### src/rtl/mips_mem_pkg.sv
// Shared definitions for the MEM-stage load/store engine.
//  - l_s_typeM one-hot bit positions and their single-bit patterns
//  - data bus size encodings
//  - access FSM state type
//  - lsSize(): maps a load/store type to a bus size. A type that is not
//    one-hot falls back to a word access.
package mips_mem_pkg;

  // Bit positions inside the one-hot l_s_typeM vector.
  localparam int LS_LB  = 0;
  localparam int LS_LBU = 1;
  localparam int LS_LH  = 2;
  localparam int LS_LHU = 3;
  localparam int LS_LW  = 4;
  localparam int LS_SB  = 5;
  localparam int LS_SH  = 6;
  localparam int LS_SW  = 7;

  // Single-bit type patterns, used as case items.
  localparam logic [7:0] T_LB  = 8'b1 << LS_LB;
  localparam logic [7:0] T_LBU = 8'b1 << LS_LBU;
  localparam logic [7:0] T_LH  = 8'b1 << LS_LH;
  localparam logic [7:0] T_LHU = 8'b1 << LS_LHU;
  localparam logic [7:0] T_LW  = 8'b1 << LS_LW;
  localparam logic [7:0] T_SB  = 8'b1 << LS_SB;
  localparam logic [7:0] T_SH  = 8'b1 << LS_SH;
  localparam logic [7:0] T_SW  = 8'b1 << LS_SW;

  // data_size encodings on the bus.
  localparam logic [1:0] SIZE_BYTE = 2'd0;
  localparam logic [1:0] SIZE_HALF = 2'd1;
  localparam logic [1:0] SIZE_WORD = 2'd2;

  typedef enum logic [1:0] {
    S_IDLE = 2'd0,  // no transaction outstanding
    S_REQ  = 2'd1,  // request raised, waiting for addr_ok
    S_WAIT = 2'd2,  // address accepted, waiting for data_ok
    S_HOLD = 2'd3   // done, pipeline still held by someone else
  } memState_t;

  function automatic logic [1:0] lsSize(input logic [7:0] lsType);
    logic [1:0] size;
    case (lsType)
      T_LB, T_LBU, T_SB: size = SIZE_BYTE;
      T_LH, T_LHU, T_SH: size = SIZE_HALF;
      default:           size = SIZE_WORD;
    endcase
    return size;
  endfunction

endpackage

### src/rtl/load_extend.sv
// Load data alignment and extension (purely combinational).
// Picks the addressed byte/halfword out of a little-endian 32-bit bus word
// and sign- or zero-extends it according to the load type.
// Ports:
//  rawWord  in  32  word as returned by the data bus
//  byteOff  in   2  address bits [1:0] of the load
//  lsType   in   8  one-hot load/store type
//  result   out 32  aligned, extended load value (LW or unknown type -> rawWord)
module load_extend
  import mips_mem_pkg::*;
(
  input  logic [31:0] rawWord,
  input  logic [1:0]  byteOff,
  input  logic [7:0]  lsType,
  output logic [31:0] result
);

  logic [7:0]  byteSel;
  logic [15:0] halfSel;

  // NOTE: every signal written in an always_comb gets a value on every path
  // (default first or a full case), otherwise synthesis infers a latch.
  always_comb begin
    case (byteOff)
      2'd0:    byteSel = rawWord[7:0];
      2'd1:    byteSel = rawWord[15:8];
      2'd2:    byteSel = rawWord[23:16];
      default: byteSel = rawWord[31:24];
    endcase
    halfSel = byteOff[1] ? rawWord[31:16] : rawWord[15:0];

    case (lsType)
      T_LB:    result = {{24{byteSel[7]}}, byteSel};
      T_LBU:   result = {24'b0, byteSel};
      T_LH:    result = {{16{halfSel[15]}}, halfSel};
      T_LHU:   result = {16'b0, halfSel};
      default: result = rawWord;
    endcase
  end

endmodule

### src/rtl/mem_access_unit.sv
// MEM-stage load/store engine.
// Checks alignment, runs one transaction at a time on an SRAM-like
// req/addr_ok/data_ok data bus, aligns and extends load data, and stalls the
// pipeline until the access completes. A flush while a transaction is in
// flight lets the bus handshake finish and throws the data away.
// Ports:
//  clk, rst          clock; asynchronous active-low reset
//  mem_read_enM      load in MEM
//  mem_write_enM     store in MEM
//  l_s_typeM         one-hot type: LB LBU LH LHU LW SB SH SW (bits 0..7)
//  alu_outM          effective address
//  rt_valueM         store data, low-aligned
//  except_pendM      instruction already faulted elsewhere: no access
//  flushM            MEM flush
//  stall_extM        pipeline held by another source
//  data_req/wr/size/addr/wdata   bus request side
//  data_addr_ok/data_ok/rdata    bus response side
//  mem_rdataM        aligned, extended load result
//  mem_stallM        stall request to the hazard unit
//  adelM / adesM     load / store address error
//  bad_addrM         faulting address, 0 when no address error
module mem_access_unit
  import mips_mem_pkg::*;
#(
  parameter int ADDR_W    = 32,
  parameter int DATA_W    = 32,
  parameter int LS_TYPE_W = 8
) (
  input  logic                 clk,
  input  logic                 rst,
  input  logic                 mem_read_enM,
  input  logic                 mem_write_enM,
  input  logic [LS_TYPE_W-1:0] l_s_typeM,
  input  logic [ADDR_W-1:0]    alu_outM,
  input  logic [DATA_W-1:0]    rt_valueM,
  input  logic                 except_pendM,
  input  logic                 flushM,
  input  logic                 stall_extM,
  output logic                 data_req,
  output logic                 data_wr,
  output logic [1:0]           data_size,
  output logic [ADDR_W-1:0]    data_addr,
  output logic [DATA_W-1:0]    data_wdata,
  input  logic                 data_addr_ok,
  input  logic                 data_data_ok,
  input  logic [DATA_W-1:0]    data_rdata,
  output logic [DATA_W-1:0]    mem_rdataM,
  output logic                 mem_stallM,
  output logic                 adelM,
  output logic                 adesM,
  output logic [ADDR_W-1:0]    bad_addrM
);

  memState_t stateQ, stateD;
  logic      discardQ, discardD;

  // Transaction fields captured when the request is first raised.
  logic [ADDR_W-1:0]    addrQ;
  logic [1:0]           sizeQ;
  logic                 wrQ;
  logic [LS_TYPE_W-1:0] typeQ;
  logic [DATA_W-1:0]    wdataQ;
  logic [DATA_W-1:0]    bufQ;     // raw read word kept for HOLD

  logic [1:0]        sizeNow;
  logic              misaligned;
  logic              access;
  logic              issue;
  logic              dropping;
  logic              dataDone;
  logic              resultValid;
  logic [DATA_W-1:0] wdataNow;
  logic [DATA_W-1:0] extendIn;
  logic [DATA_W-1:0] extendOut;

  // ---------------------------------------------------------------------
  // Decode of the instruction currently in MEM
  // ---------------------------------------------------------------------
  assign sizeNow = lsSize(l_s_typeM);

  always_comb begin
    misaligned = 1'b0;
    case (sizeNow)
      SIZE_HALF: misaligned = alu_outM[0];
      SIZE_WORD: misaligned = |alu_outM[1:0];
      default:   misaligned = 1'b0;
    endcase
  end

  assign adelM     = mem_read_enM  & misaligned;
  assign adesM     = mem_write_enM & misaligned;
  assign bad_addrM = (adelM | adesM) ? alu_outM : '0;

  assign access = (mem_read_enM | mem_write_enM) & ~adelM & ~adesM
                & ~except_pendM & ~flushM;

  // Store data is replicated across lanes so the bus picks the right bytes
  // from the address alone.
  always_comb begin
    case (sizeNow)
      SIZE_BYTE: wdataNow = {4{rt_valueM[7:0]}};
      SIZE_HALF: wdataNow = {2{rt_valueM[15:0]}};
      default:   wdataNow = rt_valueM;
    endcase
  end

  // ---------------------------------------------------------------------
  // Handshake control
  // ---------------------------------------------------------------------
  // A flush during REQ/WAIT marks the outstanding op as discarded from the
  // flush cycle onwards; discardQ only carries that into later cycles.
  assign dropping = discardQ
                  | (flushM & ((stateQ == S_REQ) | (stateQ == S_WAIT)));

  // New requests only start from IDLE, never while a discarded op drains.
  // Gated by rst so the bus stays quiet while reset is held.
  assign issue = rst & (stateQ == S_IDLE) & access & ~discardQ;

  // data_ok is only meaningful in WAIT; in the addr_ok cycle it is ignored.
  assign dataDone = (stateQ == S_WAIT) & data_data_ok;

  always_comb begin
    stateD   = stateQ;
    discardD = discardQ;
    case (stateQ)
      S_IDLE: begin
        if (issue) stateD = data_addr_ok ? S_WAIT : S_REQ;
      end
      S_REQ: begin
        if (data_addr_ok) stateD = S_WAIT;
      end
      S_WAIT: begin
        if (data_data_ok) stateD = (dropping | ~stall_extM) ? S_IDLE : S_HOLD;
      end
      S_HOLD: begin
        // Flush wins over an external stall; the op is never reissued.
        if (flushM | ~stall_extM) stateD = S_IDLE;
      end
      default: stateD = S_IDLE;
    endcase

    if (flushM & ((stateQ == S_REQ) | (stateQ == S_WAIT))) discardD = 1'b1;
    if (dataDone) discardD = 1'b0;
  end

  always_comb begin
    mem_stallM = 1'b0;
    if (!rst) begin
      mem_stallM = 1'b0;
    end else if (dropping) begin
      // The discarded op itself never stalls; a new access waits for it.
      mem_stallM = access;
    end else begin
      case (stateQ)
        S_IDLE:  mem_stallM = access;
        S_REQ:   mem_stallM = 1'b1;
        S_WAIT:  mem_stallM = ~data_data_ok;
        default: mem_stallM = 1'b0;
      endcase
    end
  end

  // ---------------------------------------------------------------------
  // Bus outputs: live decode in IDLE, latched fields while pending
  // ---------------------------------------------------------------------
  assign data_req   = issue | (stateQ == S_REQ);
  assign data_addr  = (stateQ == S_IDLE) ? alu_outM      : addrQ;
  assign data_size  = (stateQ == S_IDLE) ? sizeNow       : sizeQ;
  assign data_wr    = (stateQ == S_IDLE) ? mem_write_enM : wrQ;
  assign data_wdata = (stateQ == S_IDLE) ? wdataNow      : wdataQ;

  // ---------------------------------------------------------------------
  // Load result: bypassed from the bus in the data_ok cycle, from the
  // buffer while holding. Stores and dropped ops return 0.
  // ---------------------------------------------------------------------
  assign extendIn    = (stateQ == S_HOLD) ? bufQ : data_rdata;
  assign resultValid = ~wrQ & ((dataDone & ~dropping) | (stateQ == S_HOLD));

  load_extend u_load_extend (
    .rawWord (extendIn),
    .byteOff (addrQ[1:0]),
    .lsType  (typeQ),
    .result  (extendOut)
  );

  assign mem_rdataM = resultValid ? extendOut : '0;

  // ---------------------------------------------------------------------
  // State
  // ---------------------------------------------------------------------
  // NOTE: sequential state uses non-blocking assignments so every register
  // samples the pre-edge value of the others regardless of statement order.
  always_ff @(posedge clk or negedge rst) begin
    if (!rst) begin
      stateQ   <= S_IDLE;
      discardQ <= 1'b0;
      addrQ    <= '0;
      sizeQ    <= SIZE_BYTE;
      wrQ      <= 1'b0;
      typeQ    <= '0;
      wdataQ   <= '0;
      bufQ     <= '0;
    end else begin
      stateQ   <= stateD;
      discardQ <= discardD;
      if (issue) begin
        addrQ  <= alu_outM;
        sizeQ  <= sizeNow;
        wrQ    <= mem_write_enM;
        typeQ  <= l_s_typeM;
        wdataQ <= wdataNow;
      end
      if (dataDone & ~dropping) bufQ <= data_rdata;
    end
  end

endmodule

### config.mk
export PLATFORM = sky130hd
export DESIGN_NAME = mem_access_unit
export DESIGN_NICKNAME = d
export VERILOG_FILES = /design/src/rtl/mips_mem_pkg.sv /design/src/rtl/load_extend.sv /design/src/rtl/mem_access_unit.sv
export SDC_FILE = /design/constraint.sdc
export NUM_CORES = 1
export LEC_CHECK = 0
export CAP_MARGIN = 10
export CORE_MARGIN = 1
export CORE_UTILIZATION = 45
export DETAILED_ROUTE_END_ITERATION = 7
export PLACE_DENSITY = 0.8
export SYNTH_ARGS = -nofsm -noshare
export SYNTH_HDL_FRONTEND = slang
export SYNTH_SLANG_ARGS = --single-unit
### constraint.sdc
create_clock -name clk -period 5.1 [get_ports clk]
set_input_delay 1.275 -clock clk [delete_from_list [all_inputs] [get_ports clk]]
set_output_delay 1.275 -clock clk [all_outputs]
set_load 0.005 [all_outputs]
* Word-level counts from Yosys, hierarchy flattened *
Index checks and enable logic that the tools add are counted.

word-level totals
  bits in registers = 110
  input port bits = 113
  output and inout port bits = 135
  logic and storage cells = 92

cells by class
  equality and inequality tests = 21
  mux-type cells = 25
  bitwise logic cells = 30
  reductions and logical operators = 8

operators by type and width
  operator                                                         count
  32-bit 2-to-1 mux                                                5
  32-bit one-hot mux with 4 select lines                           1
  32-bit one-hot mux with 2 select lines                           1
  8-bit one-hot mux with 3 select lines                            1
  8-bit by 1-bit == test with 1-bit output, second input constant  2
  8-bit by 2-bit == test with 1-bit output, second input constant  2
  8-bit by 3-bit == test with 1-bit output, second input constant  2
  8-bit by 4-bit == test with 1-bit output, second input constant  2
  16-bit 2-to-1 mux                                                1
  2-bit 2-to-1 mux                                                 7
  1-bit bitwise AND                                                13
  1-bit NOT                                                        9
  2-bit == test, second input constant                             4
  8-bit by 6-bit == test with 1-bit output, second input constant  1
  8-bit by 7-bit == test with 1-bit output, second input constant  1
  2-bit inequality test, second input constant                     4
  1-bit OR                                                         8
  2-bit one-hot mux with 4 select lines                            1
  2-bit by 1-bit == test with 1-bit output, second input constant  3
  2-bit logical NOT                                                3
  3-bit OR reduction                                               2
  1-bit 2-to-1 mux                                                 5
  2-bit one-hot mux with 2 select lines                            1
  4-bit AND reduction                                              1
  other kinds (4)                                                  4

* Logic depth before layout (Yosys ltp) *
Gate-level depths: netlist of run 1.

  word-level depth = 15
  mapped depth = 9
  mapped depth without buffers = 7

* Hierarchy *
From an unflattened synthesis of run 1, not the netlist that was laid out.

second synthesis, totals
  cell total of the unflattened synthesis = 648
  area, all modules = 7029.2 um2

by module, submodules not included
  module           times used  cells each  area an instance (um2)  seq. area each (um2)
  mem_access_unit  1           560         6238.5                  2752.6
  load_extend      1           88          790.8                   0.0

* Worst setup path before layout of run 1 *
No wires, ideal clock.

  path type = input port to output port
  start = in flushM
  end = out mem_rdataM[21]
  data arrival time = 2619 ps
  required time = 3825 ps
  slack = 1206 ps
  stages = 7
  path buffers = 2
  path through = a21oi_1 > and3_1 > clkbuf_1 > o21bai_1 > o21bai_2 > buf_2 > a21oi_1

between the ends
  word-level cells in the longest chain between the ends = 7

RTL lines
  item               RTL line                source
  from (decl)        mem_access_unit.sv:37   input logic flushM,
  1-bit bitwise AND  mem_access_unit.sv:113  | (flushM & ((stateQ == S_REQ) | (stateQ == S_WAIT)));
  1-bit OR           mem_access_unit.sv:113
  1-bit NOT          mem_access_unit.sv:177  assign resultValid = ~wrQ & ((dataDone & ~dropping) | (stateQ == S_HOLD));
  1-bit bitwise AND  mem_access_unit.sv:177
  1-bit OR           mem_access_unit.sv:177
  1-bit bitwise AND  mem_access_unit.sv:177
  32-bit 2-to-1 mux  mem_access_unit.sv:186  assign mem_rdataM = resultValid ? extendOut : '0;
  to (decl)          mem_access_unit.sv:47   output logic [DATA_W-1:0] mem_rdataM,

No other way between the ends.

* Final worst setup path of run 1 *
  start = in l_s_typeM[2]
  end = out data_wdata[28]

between the ends
  word-level cells in the longest chain between the ends = 6
  elaborated cells on any way between the ends = 13
  those cells by class = eq/ne: 7; mux: 3; reduce/logical: 3

RTL lines
  item                                                                           RTL line                source
  from (decl)                                                                    mem_access_unit.sv:33   input logic [LS_TYPE_W-1:0] l_s_typeM,
  8-bit by 3-bit == test with 1-bit output, or another cell as far along         mips_mem_pkg.sv:43      case (lsType)
  3-bit OR reduction                                                             mips_mem_pkg.sv:43
  2-bit one-hot mux with 2 select lines (*)                                      mips_mem_pkg.sv:43
  2-bit by 1-bit == test with 1-bit output or 2-bit logical NOT (tied branches)  mem_access_unit.sv:100  case (sizeNow)
  32-bit one-hot mux with 2 select lines (*)                                     mem_access_unit.sv:100
  32-bit 2-to-1 mux (*)                                                          mem_access_unit.sv:170  assign data_wdata = (stateQ == S_IDLE) ? wdataNow : wdataQ;
  to (decl)                                                                      mem_access_unit.sv:43   output logic [DATA_W-1:0] data_wdata,

Every way passes the cells marked *; elsewhere a longest branch is shown, timed or not.

==> key figures, run 1 <==
Finish
  • Ant diodes: 0
  • Share of cells above drive strength 1: 23.8%
  • Commonest non-fill, non-tap cell in the layout: clkdlybuf4s50_1
  • Finished Layout Cells: 1102
  • Area growth from synthesis to layout: 42.6%
  • Fin nets: 1003
  • Most frequent cells in the layout: clkdlybuf4s50_1, mux2_2, dfrtp_1

Drt
  • # DRC: 0
  • Routed len/inst: 18.6 um
  • Final ANT Viol Nets: 0
  • Vias: 6117
  • Drt pass-1 iters: 4
  • Initial DRC Count: 303
  • DR vias/cell: ~5.6
  • Routed WL: 20500 um

Worst setup path
  • Data required, critical path: 3830 ps
  • CP max FO: 18
  • Worst setup path class: in2out
  • Worst reg-to-reg setup slack: 2140 ps
  • CP Capture Type: output pin
  • CP startpoint kind: input port
  • WP data arrival: 3650 ps
  • Reg2reg end: addrQ[28]
  • Crit Reg-Reg Startpoint: stateQ[0]
  • R2R depth: 8

Placement
  • Post-DP HPWL: 15000 um
  • I/O Buffers: 247
  • Gpl congestion: 0.870
  • Place WS: 156 ps
  • Placed Cells incl. Taps: 1086

Die
  • Die Height: 129 um
  • DIE AREA: between 0.015 and 0.02 sq mm
  • Io pins: 248
  • Rows: 45
  • Die Wd: 129 um
  • Starting Density: 46.8%
  • Core Area: 0.0154 sq mm

Clock network
  • CTS HTree Levels: 3
  • Root buf cell: clkbuf_16
  • Worst skew pair latency: 350 ps
  • Num CTS Buffers: 9
  • CTS tree: done
  • Clk slew on worst S/H paths: about 70 ps
  • CTS Sinks: 110
  • Clk buf depth: 2

Yosys
  • Synth top area share: 38.2%
  • Gate Count Post-Synth: 651
  • FFs w/ async S/R, synth: 100%
  • #FFs+latches synth: 110
  • Yosys warning count: 0
  • Cell variety after synth: 51
  • Syn nets: 768
  • Synthesized cell area: 0.00721 sq mm
  • Sequential share of the synthesized area: 38.2%
  • Ys flop type: dfrtp_1
  • Avg Cell Area, Syn: 11.1 sq um
  • Number of synthesized flops with an enable pin: 0
  • Largest area contributor in the netlist: dfrtp_1
  • Area contributors post-synth: dfrtp_1, mux2_2, mux2i_1, mux4_2, a21oi_1

Worst hold path
  • Worst hold path type: reg2reg
  • Hold Path End: addrQ[28]
  • Hold Startpoint: addrQ[28]
  • Hold path cells: 1

Global routing
  • Initial antenna violation count: 1
  • Number of global-route vias before repair: approximately 6100
  • Grt ovf: 0
  • First-pass GRT wire length: 32400 um
  • Largest net degree at the start of global routing: 83
  • Total Routing Usage GR: around a quarter

Pwr
  • Power share of the sequential group: 31.4%
  • Comb pwr share: 52.4%
  • Clock Power Share: between 10% and 20%
  • Int Pwr: 0.00298 W
  • Switch share: 35.6%
  • P_sw: approximately 0.0017 W
  • Leak: 4.49 nW
  • Total power: between 0.004 and 0.005 W
  • IR drop worst, VDD: 0.224 mV
  • Pwr/cell area: 451 mW/mm^2

Timing
  • Final setup violating endpoints: 0
  • Max Freq: 0.203 GHz
  • Fin crit period: 4930 ps
  • Final Hold Viols: 0
  • Slew headroom: 37.6%
  • Sum Neg Setup Slack: 0 ps
  • Final Slew Violations: 0
  • Final worst setup slack: ~170 ps
  • Period utilization: 96.7%
  • RSZ-0062 raised after global routing: no
  • Clock skew: 6.54 ps
  • Worst Tran Pin Value: approximately 940 ps

Flow run
  • Max-cap violations: 0

Status
  • Outcome: complete, no violations
how the worst max path moves through the flow:
| stage | slack, ps | end | startpoint |
|---|---|---|---|
| floorplan | 1210 | mem_rdataM[21] | flushM |
| global placement | 220 | data_wdata[24] | l_s_typeM[2] |
| detailed placement | 160 | data_wdata[28] | l_s_typeM[2] |
| CTS | 120 | data_wdata[25] | l_s_typeM[2] |
| global route | 10 | data_wdata[28] | l_s_typeM[2] |
| finish | 170 | data_wdata[28] | l_s_typeM[2] |
what timing repair did:
item,4_1_cts,5_1_grt
setup endpoints to repair,0,11
buffers inserted,0,0
resized for setup,0,2
hold buffers,0,0
cell usage after synthesis, types with 8 or more instances:
cell and number:
mux2i_1 60, mux2_2 131, o21ai_0 13, nor2_1 32
nor4_1 8, a221oi_1 10, dfrtp_1 110, a21oi_1 57
and2_1 42, clkbuf_1 22, mux4_2 20, buf_2 17
inv_1 30
through the flow:
step / cell area [sq um] / util (%) / hold slack (ps)
after global placement: 9960 / 64.5 / 483
after detailed placement: 9960 / 64.5 / 491
after floorplan: 7210 / - / 475
after CTS: 10300 / 66.6 / 508
final: 10300 / 66.7 / 505
after global routing: 10300 / 66.7 / 518
power by group through the flow:
| stage | combinational, W | sequential [W] | clock (W) |
|---|---|---|---|
| 3_3_place_gp | 0.00240 | 0.00145 | 0 |
| 2_1_floorplan | 0.00147 | 0.00137 | 0 |
| 3_5_place_dp | 0.00243 | 0.00146 | 0 |
| 4_1_cts | 0.00244 | 0.00145 | 0.000772 |
| 6_report | 0.00243 | 0.00145 | 0.000751 |
| 5_1_grt | 0.00262 | 0.00151 | 0.000804 |
final cells by class:
type / count / area [sq um]
clock buffers: 9 / 225
well taps: 211 / 264
inverters: 31 / 116
flip-flops and latches: 110 / 2750
clock inverters: 7 / 87.6
fillers: 1249 / 5140
repair buffers: 273 / 2700
multi-input cells: 461 / 4140
sequential cells by signal, summed over array words and instances (netlist names):
| register | count |
|---|---|
| addrQ | 32 |
| bufQ | 32 |
| wrQ | 1 |
| sizeQ | 2 |
| stateQ | 2 |
| discardQ | 1 |
| wdataQ | 32 |
| typeQ | 8 |
worst max-delay path, stage by stage:
cell             delay [ps]
clkdlybuf4s50_1         510
nor4_4                  350
o2111a_1                310
nor2_2                   80
buf_12                  160
a221oi_1                320
a21oi_1                 160
clkdlybuf4s50_1         500
kinds of logic after synthesis:
group	count (synthesis)	share of synthesized area, %
adder cells (fa/ha/maj)	4	0.694
AND/OR/NAND/NOR	123	9.73
flip-flops	110	38.2
AO/OA/AOI/OAI	115	10.1
multiplexers	215	35.8
buffers and inverters	80	4.98
XOR/XNOR	4	0.486
per-layer routing:
layer / up-vias / wire, um / track usage (%)
met3: 35 / 1540 / 8.77
met1: 3022 / 8840 / 31.9
met5: - / 13 / 0
met4: 2 / 357 / 6.85
li1: 2857 / - / -
met2: 201 / 9780 / 41.1
Power figures use the tool's default switching activity.
==> run 2: changes to the inputs <==
--- a/config.mk
+++ b/config.mk
@@ -10,6 +10,7 @@
 export CORE_UTILIZATION = 45
 export DETAILED_ROUTE_END_ITERATION = 7
 export PLACE_DENSITY = 0.8
+export SKIP_CTS_REPAIR_TIMING = 1
 export SYNTH_ARGS = -nofsm -noshare
 export SYNTH_HDL_FRONTEND = slang
 export SYNTH_SLANG_ARGS = --single-unit
==> results of run 2 <==
No change in the layout: final DEF, timing and power equal those of run 1.
